File: src/rtl/ifetch_pkg.sv
// Shared fetch-stage types: slot record, word address, reset PC.
package ifetch_pkg;

  localparam logic [31:0] RESET_PC = 32'h0000_3000;

  typedef logic [31:2] word_addr_t;

  typedef struct packed {
    word_addr_t  pc;
    logic [31:0] inst;
    logic        filled;
  } ifb_slot_t;

endpackage

File: src/rtl/ifb_slot_ring.sv
// Slot ring for the fetch buffer: storage, alloc/fill/read pointers
// and occupancy count.
import ifetch_pkg::*;

module ifb_slot_ring #(
  parameter int DEPTH = 2
) (
  input  logic                       clock,
  input  logic                       flag_reset,
  input  logic                       flush,
  input  logic                       issue,
  input  word_addr_t                 issue_pc,
  input  logic                       fill,
  input  logic [31:0]                fill_inst,
  input  logic                       pop,
  output ifb_slot_t                  head,
  output logic [$clog2(DEPTH+1)-1:0] used
);

  localparam int PW = $clog2(DEPTH);
  localparam int UW = $clog2(DEPTH+1);

  ifb_slot_t        slots [DEPTH];
  logic [PW-1:0]    alloc_ptr;
  logic [PW-1:0]    fill_ptr;
  logic [PW-1:0]    rd_ptr;

  // Pointers wrap naturally since DEPTH is a power of two.
  always_ff @(posedge clock) begin
    if (flag_reset || flush) begin
      alloc_ptr <= '0;
      fill_ptr  <= '0;
      rd_ptr    <= '0;
      used      <= '0;
      for (int i = 0; i < DEPTH; i++) begin
        if (flag_reset) slots[i] <= '0;
        else            slots[i].filled <= 1'b0;
      end
    end else begin
      if (issue) begin
        slots[alloc_ptr].pc     <= issue_pc;
        slots[alloc_ptr].filled <= 1'b0;
        alloc_ptr               <= alloc_ptr + PW'(1);
      end
      if (fill) begin
        slots[fill_ptr].inst   <= fill_inst;
        slots[fill_ptr].filled <= 1'b1;
        fill_ptr               <= fill_ptr + PW'(1);
      end
      if (pop) begin
        rd_ptr <= rd_ptr + PW'(1);
      end
      used <= used + UW'(issue) - UW'(pop);
    end
  end

  assign head = slots[rd_ptr];

endmodule

File: src/rtl/ifetch_buffer.sv
// Fetch stage: issues imem reads for pc, buffers returned words in
// order for decode, drops wrong-path responses after a flush.
import ifetch_pkg::*;

module ifetch_buffer #(
  parameter int DEPTH = 2
) (
  input  logic        clock,
  input  logic        flag_reset,
  input  word_addr_t  pc,
  input  logic        pc_req,
  output logic        pc_ack,
  output logic        imem_req,
  output word_addr_t  imem_addr,
  input  logic        imem_gnt,
  input  logic        imem_rvalid,
  input  logic [31:0] imem_rdata,
  output logic        inst_valid,
  input  logic        inst_ready,
  output logic [31:0] inst,
  output word_addr_t  inst_pc,
  input  logic        flush
);

  localparam int UW = $clog2(DEPTH+1);
  localparam int DW = $clog2(DEPTH+1) + 4;

  logic [UW-1:0] used;
  logic [UW-1:0] pend;
  logic [DW-1:0] drop;
  ifb_slot_t     head;
  logic          issue;
  logic          resp_keep;
  logic          pop;

  assign imem_req   = pc_req && (used < UW'(DEPTH)) && !flush && !flag_reset;
  assign imem_addr  = pc;
  assign issue      = imem_req && imem_gnt;
  assign pc_ack     = issue;
  assign resp_keep  = imem_rvalid && (drop == '0);
  assign inst_valid = (used != '0) && head.filled;
  assign pop        = inst_valid && inst_ready && !flush;
  assign inst       = head.inst;
  assign inst_pc    = head.pc;

  ifb_slot_ring #(.DEPTH(DEPTH)) u_ring (
    .clock     (clock),
    .flag_reset(flag_reset),
    .flush     (flush),
    .issue     (issue),
    .issue_pc  (pc),
    .fill      (resp_keep),
    .fill_inst (imem_rdata),
    .pop       (pop),
    .head      (head),
    .used      (used)
  );

  // pend: live requests owed to the ring; drop: stale ones to discard.
  always_ff @(posedge clock) begin
    if (flag_reset) begin
      pend <= '0;
      drop <= '0;
    end else if (flush) begin
      pend <= '0;
      drop <= drop + DW'(pend) - DW'(imem_rvalid);
    end else begin
      pend <= pend + UW'(issue) - UW'(resp_keep);
      if (imem_rvalid && (drop != '0)) begin
        drop <= drop - DW'(1);
      end
    end
  end

  a_rvalid_owner: assert property (
    @(posedge clock) disable iff (flag_reset)
    imem_rvalid |-> ((pend != '0) || (drop != '0))
  );

endmodule

File: config.mk
export PLATFORM = sky130hd
export DESIGN_NAME = ifetch_buffer
export DESIGN_NICKNAME = d
export VERILOG_FILES = /design/src/rtl/ifetch_pkg.sv /design/src/rtl/ifb_slot_ring.sv /design/src/rtl/ifetch_buffer.sv
export SDC_FILE = /design/constraint.sdc
export NUM_CORES = 1
export LEC_CHECK = 0
export CAP_MARGIN = 20
export CORE_MARGIN = 8
export CORE_UTILIZATION = 40
export CTS_BUF_LIST = sky130_fd_sc_hd__clkbuf_8
export DETAILED_ROUTE_END_ITERATION = 10
export DONT_BUFFER_PORTS = 1
export PLACE_DENSITY = 0.63
export SKIP_LAST_GASP = 1
export SLEW_MARGIN = 15
export SYNTH_ARGS = -nofsm -noshare
export SYNTH_HDL_FRONTEND = slang
export SYNTH_SLANG_ARGS = --single-unit
export TNS_END_PERCENT = 20
File: constraint.sdc
create_clock -name clock -period 3.5 [get_ports clock]
set_clock_uncertainty 0.2 [all_clocks]
set_input_delay 0.175 -clock clock [delete_from_list [all_inputs] [get_ports clock]]
set_output_delay 0.175 -clock clock [all_outputs]
set_load 0.02 [all_outputs]
# Yosys cells after proc, flatten, opt, wreduce, memory -nomap -nowiden
# Memory sizes are Yosys's and may differ from the RTL's. A register that Yosys moved wholly into a read port is not among the register bits.
# Cells that the tools add are included.
# totals
elab_cells	63
memories	1
output_inout_bits	95
ff_bits	13
mem_bits_rw	126
# classes
muxes	24
n_bitwise	2
n_lt_le_gt_ge	1
add_sub_neg	10
reduce_logical	19
# mem_list
memory	words	word_bits	rd	rd_clocked_by_memory_dff	write_ports	line	source
u_ring.slots	2	63	1	1	2	ifb_slot_ring.sv:23	ifb_slot_t slots [DEPTH];
# op_table
operator	count
2-to-1 mux 63 bit	2
OR reduction 63 bit	2
2-to-1 mux 1 bit	18
2-to-1 mux 6 bit	2
logical AND 1 bit	9
adder 6 x 2 -> 6 bit	1
zero test 6 bit	1
2-to-1 mux 3 bit	2
nonzero test 6 bit	1
subtractor 6 x 1 -> 6 bit	1
subtractor 6 x 1 -> 6 bit (second input constant)	1
adder 2 x 1 -> 2 bit	2
nonzero test 2 bit	2
subtractor 2 x 1 -> 2 bit	2
adder 1 bit (second input constant)	3
zero test 1 bit	2
< comparator 2 bit (second input constant)	1
bitwise OR 1 bit	2
OR reduction 2 bit	1
logical OR 1 bit	1

# Logic depth before layout (Yosys ltp)
# Gate-level depths: netlist of run 1.
# depth
depth_word	10
depth_mapped	10
ltp_nobuf	10

# Cells and area by module
# A second synthesis of run 1 with hierarchy kept.
# unflattened
hier_cells	494
area_unflattened_um2	6747.7
# modules_own_cells
module	cells_each	n_inst	area_per_inst_um2
ifb_slot_ring	367	1	5748.0
ifetch_buffer	127	1	999.7

# Least setup slack after synthesis of run 1
# Ideal clock, no wire load.
# synth_path
path_type	reg-to-reg
startpoint	register drop[3]
endpoint	memory u_ring.slots[1][10] (netlist name), enable pin
stages_incl_launch_ff	7
arrival_time_ns	1.946
synth_period_minus_slack_ns	2.536
setup_time_ns	0.390
required_time_ns	2.910
slack_ns	0.964
path_cell_list	dfxtp_1 inv_1 ha_1 nand4_1 nor2_2 and2_1 or2_1
# synth_rtl
item	line	source
start: declaration	ifetch_buffer.sv:30	logic [DW-1:0] drop;
start signal: assignment	ifetch_buffer.sv:66	drop <= drop + DW'(pend) - DW'(imem_rvalid);
start signal: assignment	ifetch_buffer.sv:70	drop <= drop - DW'(1);
end: declaration	ifb_slot_ring.sv:23	

# Final worst setup path of run 1
# layout_path
startpoint	register drop[0]
endpoint	register drop[4]
# layout_via
elab_chain_cells	3
word_cells_on_any_way	8
cone_classes	add/sub (3); mux (2); reduce/logical (3)
# layout_lines
item	line
adder 6 x 2 -> 6 bit, or another cell as far along	ifetch_buffer.sv:66
subtractor 6 x 1 -> 6 bit, or another cell as far along	ifetch_buffer.sv:66
2-to-1 mux 6 bit / nonzero test 2 bit (equally long branches)	--
# Several ways; a longest one is shown, not always the timed one. The select of a mux whose other input is x is not followed.
# A chain may end at the register's enable or synchronous reset.

==> impl_metrics.yaml, run 1 <==
synthesis:
  avgSynthCellArea_um2: 13.6
  synth_warnings: 0
  synth_cell_types: 46
  async_flop_share_pct: 0
  syn_nets: 586
  ys_seq_elements: 140
  synth_flop_cell: "edfxtp_1"
  synthesis.area_um2: 6780
  syn_inst: 500
  seq_area_frac_synth_pct: 59.6
  synth_edf_count: 124
placement:
  port_buffers: 0
  place_area_um2: 6700
  hpwl_um: 8990
  gp_congestion: 0.764
  place_ws_ps: 902
drt:
  detail_route.vias_per_cell: 4.89
  drt_iter0_drc: 240
  ant_nets: 0
  drtPass1Iterations: 4
  postRouteWirelength_um: 14100
  drc: 0
  via_count: 3779
  wl_per_cell_um: 18.2
power:
  ir_worst_vdd_v: 0.000270
  seq_power_share_pct: 48.2
  internal_power_w: 0.00297
  clockPowerShare_pct: 36.2
  power.leakage_nw: 3.09
  pwr-share-comb_pct: 15.6
  power.density_nw_per_um2: 515
  p_switching_w: 0.00106
  p_sw_share_pct: 26.3
layout:
  area_growth_pct: 15.7
  n_fill_cell: 1453
  nets: 626
  design_area_um2: 7850
  antenna_cells: 0
  layout_common_cells: "edfxtp_1, and2_1, dlygate4sd3_1, mux2_2, and3_1"
  drive_gt1_share_pct: 20.3
  mostFrequentLayoutCell: "edfxtp_1"
timing:
  worst_pin_slew_ps: 875
  fin_crit_sh_pct: 81.0
  max_freq_ghz: 0.353
  rsz0062_at_grt: "false"
  setup_slack_ps: 665
  hold_viol_final: 0
  setup_violations: 0
  period_minus_slack_ps: 2840
  relSlewSlack_pct: 41.7
  setup_tns_ps: 0
  drv_slew: 0
setup_path:
  r2r-start: "drop[0]$_SDFFE_PP0P_"
  cp-start-kind: "register"
  crit_path_max_fanout: 3
  path_class: "reg2reg"
  worstPathRequired_ps: 3690
  timing.rr.end: "drop[4]$_SDFFE_PP0P_"
  rrSetupSlack_ps: 660
  reg2reg_depth: 11
  cp.arrival_ps: 3020
  cp-end-kind: "register"
floorplanning:
  core_um2: 16600
  die_area_um2: 21400
  row_count: 47
  die_w_um: 146
  fp.dieH_um: 146
  io_pins: 164
  start_util_pct: 40.9
run_status:
  status: "completed"
clocking:
  cts.sinks: 140
  insertion_delay_ps: 440
  clockBufferDepth: 2
  cts_tree: "done"
  cts_resized: 0
  cts-root-buf: "clkbuf_8"
  cts.clk_slew.worst_paths_ps: 90
  htreeDepth: 4
  numCtsBuffers: 17
hold_path:
  holdPathStages: 2
  hold_class: "in2reg"
  hp-start: "flag_reset"
  worst_hold_path.endpoint: "pend[1]$_SDFF_PN0_"
global_route:
  track_usage_pct: 13.3
  antenna_found_initial: 0
  grt_pass1_wl_um: 22300
  grt_max_degree: 63
  grt_pass1_vias: 4084
  grt-ovfl-total: 0
job:
  maxCapViolations: 0
## power by group through the flow
| stage | Clock, W | Combinational, W | Sequential [W] |
|---|---|---|---|
| floorplan | 0 | 0.000498 | 0.00198 |
| global placement | 0 | 0.000526 | 0.00198 |
| detailed placement | 0 | 0.000548 | 0.00199 |
| CTS | 0.00150 | 0.000636 | 0.00195 |
| global route | 0.00157 | 0.000699 | 0.00196 |
| finish | 0.00146 | 0.000629 | 0.00195 |
## layer usage
metal	track usage, %	wire (um)
met3	4.33	627
met5	0	0
met1	14.4	5750
met4	4.95	148
met2	23.8	7580
## area by class of cell
type	count	area, um^2	area share, %
timing repair buffer	77	753	9.60
inverter	22	82.6	1.05
clock buffer	17	234	2.98
clock inverter	15	213	2.71
multi-input combinational	282	2240	28.6
sequential	140	4050	51.6
tap	220	275	3.51
## worst max-delay path by stage
stage	start	to	slack [ps]
after floorplan	drop[3]$_SDFFE_PP0P_	u_ring.slots[1][10]$_SDFFCE_PN0P_	960
after global placement	drop[0]$_SDFFE_PP0P_	u_ring.slots[1][4]$_SDFFCE_PN0P_	980
after detailed placement	drop[3]$_SDFFE_PP0P_	u_ring.slots[1][16]$_SDFFCE_PN0P_	900
after CTS	drop[0]$_SDFFE_PP0P_	drop[4]$_SDFFE_PP0P_	660
after global routing	drop[0]$_SDFFE_PP0P_	drop[4]$_SDFFE_PP0P_	450
final	drop[0]$_SDFFE_PP0P_	drop[4]$_SDFFE_PP0P_	660
## critical path: stages, from the launching register on
cell and delay, ps:
dfxtp_1 350, inv_1 80, ha_1 270, inv_1 60, ha_1 170, inv_1 60, fa_1 390, nand2b_1 160
a21oi_1 150, o21ai_0 90, a311oi_1 230, dlygate4sd3_1 570
## Yosys cell counts (2+ instances only)
| cell type | n | share of area, % |
|---|---|---|
| nor2_4 | 2 | 0.33 |
| dfxtp_1 | 16 | 4.7 |
| buf_4 | 30 | 3.3 |
| ha_1 | 16 | 3.0 |
| a21o_1 | 2 | 0.22 |
| o21bai_1 | 2 | 0.22 |
| o21ai_0 | 2 | 0.15 |
| xor2_1 | 3 | 0.39 |
| nor2b_1 | 2 | 0.18 |
| or2_2 | 3 | 0.28 |
| nand3_1 | 3 | 0.22 |
| clkbuf_1 | 4 | 0.22 |
| a21oi_1 | 5 | 0.37 |
| buf_2 | 9 | 0.66 |
| nand2b_1 | 3 | 0.28 |
| buf_6 | 10 | 1.7 |
| and3_1 | 33 | 3.0 |
| nor2_1 | 12 | 0.66 |
| and2_1 | 96 | 8.9 |
| nand2_1 | 3 | 0.17 |
| xnor2_1 | 10 | 1.3 |
| inv_1 | 22 | 1.2 |
| mux2_2 | 62 | 10 |
| or2_1 | 2 | 0.18 |
| clkbuf_2 | 3 | 0.22 |
| edfxtp_1 | 124 | 55 |
| or3_1 | 2 | 0.18 |
## kinds of logic after synthesis
| family | synth area share [%] |
|---|---|
| AOI/OAI and AO/OA | 1.96 |
| muxes | 10.4 |
| DFF | 59.6 |
| and+or+nand+nor | 15.8 |
| buffers and inverters | 7.30 |
| adders and majority gates | 3.25 |
| xor gates and xnor gates | 1.68 |
## registers in the layout, indices dropped and copies added (netlist names), named ones only
register / cells
u_ring.slots: 126
u_ring.fill_ptr: 1
u_ring.used: 2
u_ring.alloc_ptr: 1
u_ring.rd_ptr: 1
drop: 6
pend: 2
## metrics by stage
stage / power, W / instances / util (%) / hold slack (ps)
after floorplan: 0.00247 / 500 / - / 173
after global placement: 0.00251 / 671 / 40.4 / 48.9
after detailed placement: 0.00254 / 671 / 40.4 / 48.8
after CTS: 0.00409 / 773 / 47.3 / 4.94
after global routing: 0.00423 / 773 / 47.3 / 22.2
final: 0.00404 / 773 / 47.3 / 22.4
## repair_timing
item | in CTS | in global routing
setup endpoints to repair | 0 | 0
hold buffers | 70 | 0
hold endpoints to repair | 138 | 0
buffers inserted | 0 | 0
No activity file was read; power rests on OpenSTA's default activity.
==> inputs of run 2 (changes only) <==
--- a/config.mk
+++ b/config.mk
@@ -11,7 +11,7 @@
 export CTS_BUF_LIST = sky130_fd_sc_hd__clkbuf_8
 export DETAILED_ROUTE_END_ITERATION = 10
 export DONT_BUFFER_PORTS = 1
-export PLACE_DENSITY = 0.63
+export PLACE_DENSITY = 0.65
 export SKIP_LAST_GASP = 1
 export SLEW_MARGIN = 15
 export SYNTH_ARGS = -nofsm -noshare
==> constraint.sdc (replaced) <==
create_clock -name clock -period 2.5 [get_ports clock]
set_clock_uncertainty 0.2 [all_clocks]
set_input_delay 0.125 -clock clock [delete_from_list [all_inputs] [get_ports clock]]
set_output_delay 0.125 -clock clock [all_outputs]
set_load 0.02 [all_outputs]
==> impl_metrics.yaml, run 2 (same netlist as run 1, synthesis figures left out) <==
run_status:
  status: "completed"
drt:
  drt_iter0_drc: 195
  postRouteWirelength_um: 13600
  detail_route.vias_per_cell: 4.92
  drc: 0
  drtPass1Iterations: 4
  ant_nets: 0
  via_count: 3818
  wl_per_cell_um: 17.6
global_route:
  grt-ovfl-total: 0
  antenna_found_initial: 0
  grt_max_degree: 63
  grt_pass1_vias: 4020
  grt_pass1_wl_um: 21700
  track_usage_pct: 13.0
timing:
  max_freq_ghz: 0.427
  rsz0062_at_grt: "false"
  worst_pin_slew_ps: 854
  period_minus_slack_ps: 2340
  setup_tns_ps: 0
  relSlewSlack_pct: 43.1
  drv_slew: 0
  fin_crit_sh_pct: 93.6
  setup_violations: 0
  setup_slack_ps: 160
  hold_viol_final: 0
layout:
  nets: 629
  regMostFlops: "u_ring.slots"
  design_area_um2: 7810
  drive_gt1_share_pct: 20.1
  reg_top3: "u_ring.slots: 126 flops, drop: 6 flops"
  mostFrequentLayoutCell: "edfxtp_1"
  largest_reg_flops: 126
  layout_common_cells: "edfxtp_1, and2_1, dlygate4sd3_1, mux2_2, and3_1"
  area_growth_pct: 15.1
  finalNonFillerCells: 776
  antenna_cells: 0
clocking:
  htreeDepth: 4
  cts_tree: "done"
  postCtsSetupBuffers: 0
  cts.clk_slew.worst_paths_ps: 80
  insertion_delay_ps: 430
  cts.sinks: 140
  cts-root-buf: "clkbuf_8"
  numCtsBuffers: 17
  clockBufferDepth: 2
placement:
  port_buffers: 0
  gp_congestion: 0.783
  hpwl_um: 8700
  place_area_um2: 6760
  post-place-cells: 676
  place_ws_ps: 150
setup_path:
  rrSetupSlack_ps: 160
  reg2reg_depth: 8
  r2r-start: "drop[1]$_SDFFE_PP0P_"
  cpLargestDelayFamily: "simple AND/OR/NAND/NOR gates"
  worst-path-buf-inv: 2
  cp-start-kind: "register"
  path_class: "reg2reg"
  crit_chain: "inv_1 -> ha_1 -> inv_1 -> ha_1 -> and3_1 -> o21a_1 -> or4_1 -> o211ai_1"
  cpMaxStageDelayCell: "or4_1"
  max_stage_delay_ps: 510
  timing.rr.end: "drop[5]$_SDFFE_PP0P_"
  cp-end-kind: "register"
  crit_path_max_fanout: 3
  cp.arrival_ps: 2490
  worstPathRequired_ps: 2650
power:
  pwr-share-comb_pct: 16.6
  seq_power_share_pct: 51.4
  clockPowerShare_pct: 32.0
  internal_power_w: 0.00392
  p_sw_share_pct: 26.0
  power.density_nw_per_um2: 679
  ir_worst_vdd_v: 0.000372
  power.leakage_nw: 3.09
  p_switching_w: 0.00138
job:
  maxCapViolations: 0
hold_path:
  hp-start: "imem_rvalid"
  worst_hold_path.endpoint: "drop[1]$_SDFFE_PP0P_"
  holdPathStages: 4
  hold_class: "in2reg"
floorplanning:
  io_pins: 164
  row_count: 47
  start_util_pct: 40.9
  die_w_um: 146
  core_um2: 16600
  fp.dieH_um: 146
  die_area_um2: 21400
## run 2: stage by stage
| stage | hold slack [ps] | power [W] | util (%) |
|---|---|---|---|
| after detailed placement | 4.26 | 0.00355 | 40.8 |
| after global routing | 50.0 | 0.00558 | 47.1 |
| after floorplan | 96.1 | 0.00346 | - |
| after CTS | 2.76 | 0.00537 | 47.1 |
| final | 40.3 | 0.00530 | 47.1 |
| after global placement | -3.04 | 0.00353 | 40.8 |
## run 2: timing repair
action / 4_1_cts / 5_1_grt
endpoints found under the hold margin: 204 / 0
hold buffers: 68 / 0
gates resized for setup: 0 / 1
endpoints found under the setup margin: 0 / 1
## run 2: per-layer routing
metal / vias up / routed length, um / track usage (%)
met5: - / 0 / 0
met2: 90 / 7170 / 22.5
met3: 15 / 564 / 3.74
met4: 0 / 222 / 5.62
li1: 1804 / - / -
met1: 1909 / 5690 / 14.5
## run 2: worst reg2reg max path, delay by kind of cell, from the launching register on
| kind | cells | cell delay, ps |
|---|---|---|
| buffers and inverters | 2 | 120 |
| and+or+nand+nor | 2 | 710 |
| DFF | 1 | 340 |
| AOI/OAI and AO/OA | 2 | 290 |
| adders and majority gates | 2 | 590 |
## run 2: worst max-delay path by stage
stage / from / to / slack (ps) / cells past startpoint
global route: drop[1]$_SDFFE_PP0P_ / drop[5]$_SDFFE_PP0P_ / 20 / 8
detailed placement: drop[1]$_SDFFE_PP0P_ / drop[5]$_SDFFE_PP0P_ / 150 / 8
floorplan: drop[3]$_SDFFE_PP0P_ / u_ring.slots[1][10]$_SDFFCE_PN0P_ / 270 / 6
finish: drop[1]$_SDFFE_PP0P_ / drop[5]$_SDFFE_PP0P_ / 160 / 8
CTS: drop[1]$_SDFFE_PP0P_ / drop[5]$_SDFFE_PP0P_ / 120 / 8
global placement: drop[1]$_SDFFE_PP0P_ / drop[5]$_SDFFE_PP0P_ / 230 / 8
## run 2: final cells by class
type | instances | area [um^2]
Fill cell | 1473 | 8770
Tap cell | 220 | 275
Sequential cell | 140 | 4050
Clock inverter | 15 | 133
Multi-Input combinational cell | 282 | 2240
Clock buffer | 17 | 234
Inverter | 22 | 82.6
Timing Repair Buffer | 80 | 796
## run 2: power by group through the flow
stage               clock network [W]  logic, W  registers (W)
global placement                    0  0.000761        0.00277
CTS                           0.00176  0.000885        0.00273
floorplan                           0  0.000697        0.00277
detailed placement                  0  0.000773        0.00278
global route                  0.00185  0.000981        0.00274
finish                        0.00170  0.000879        0.00273
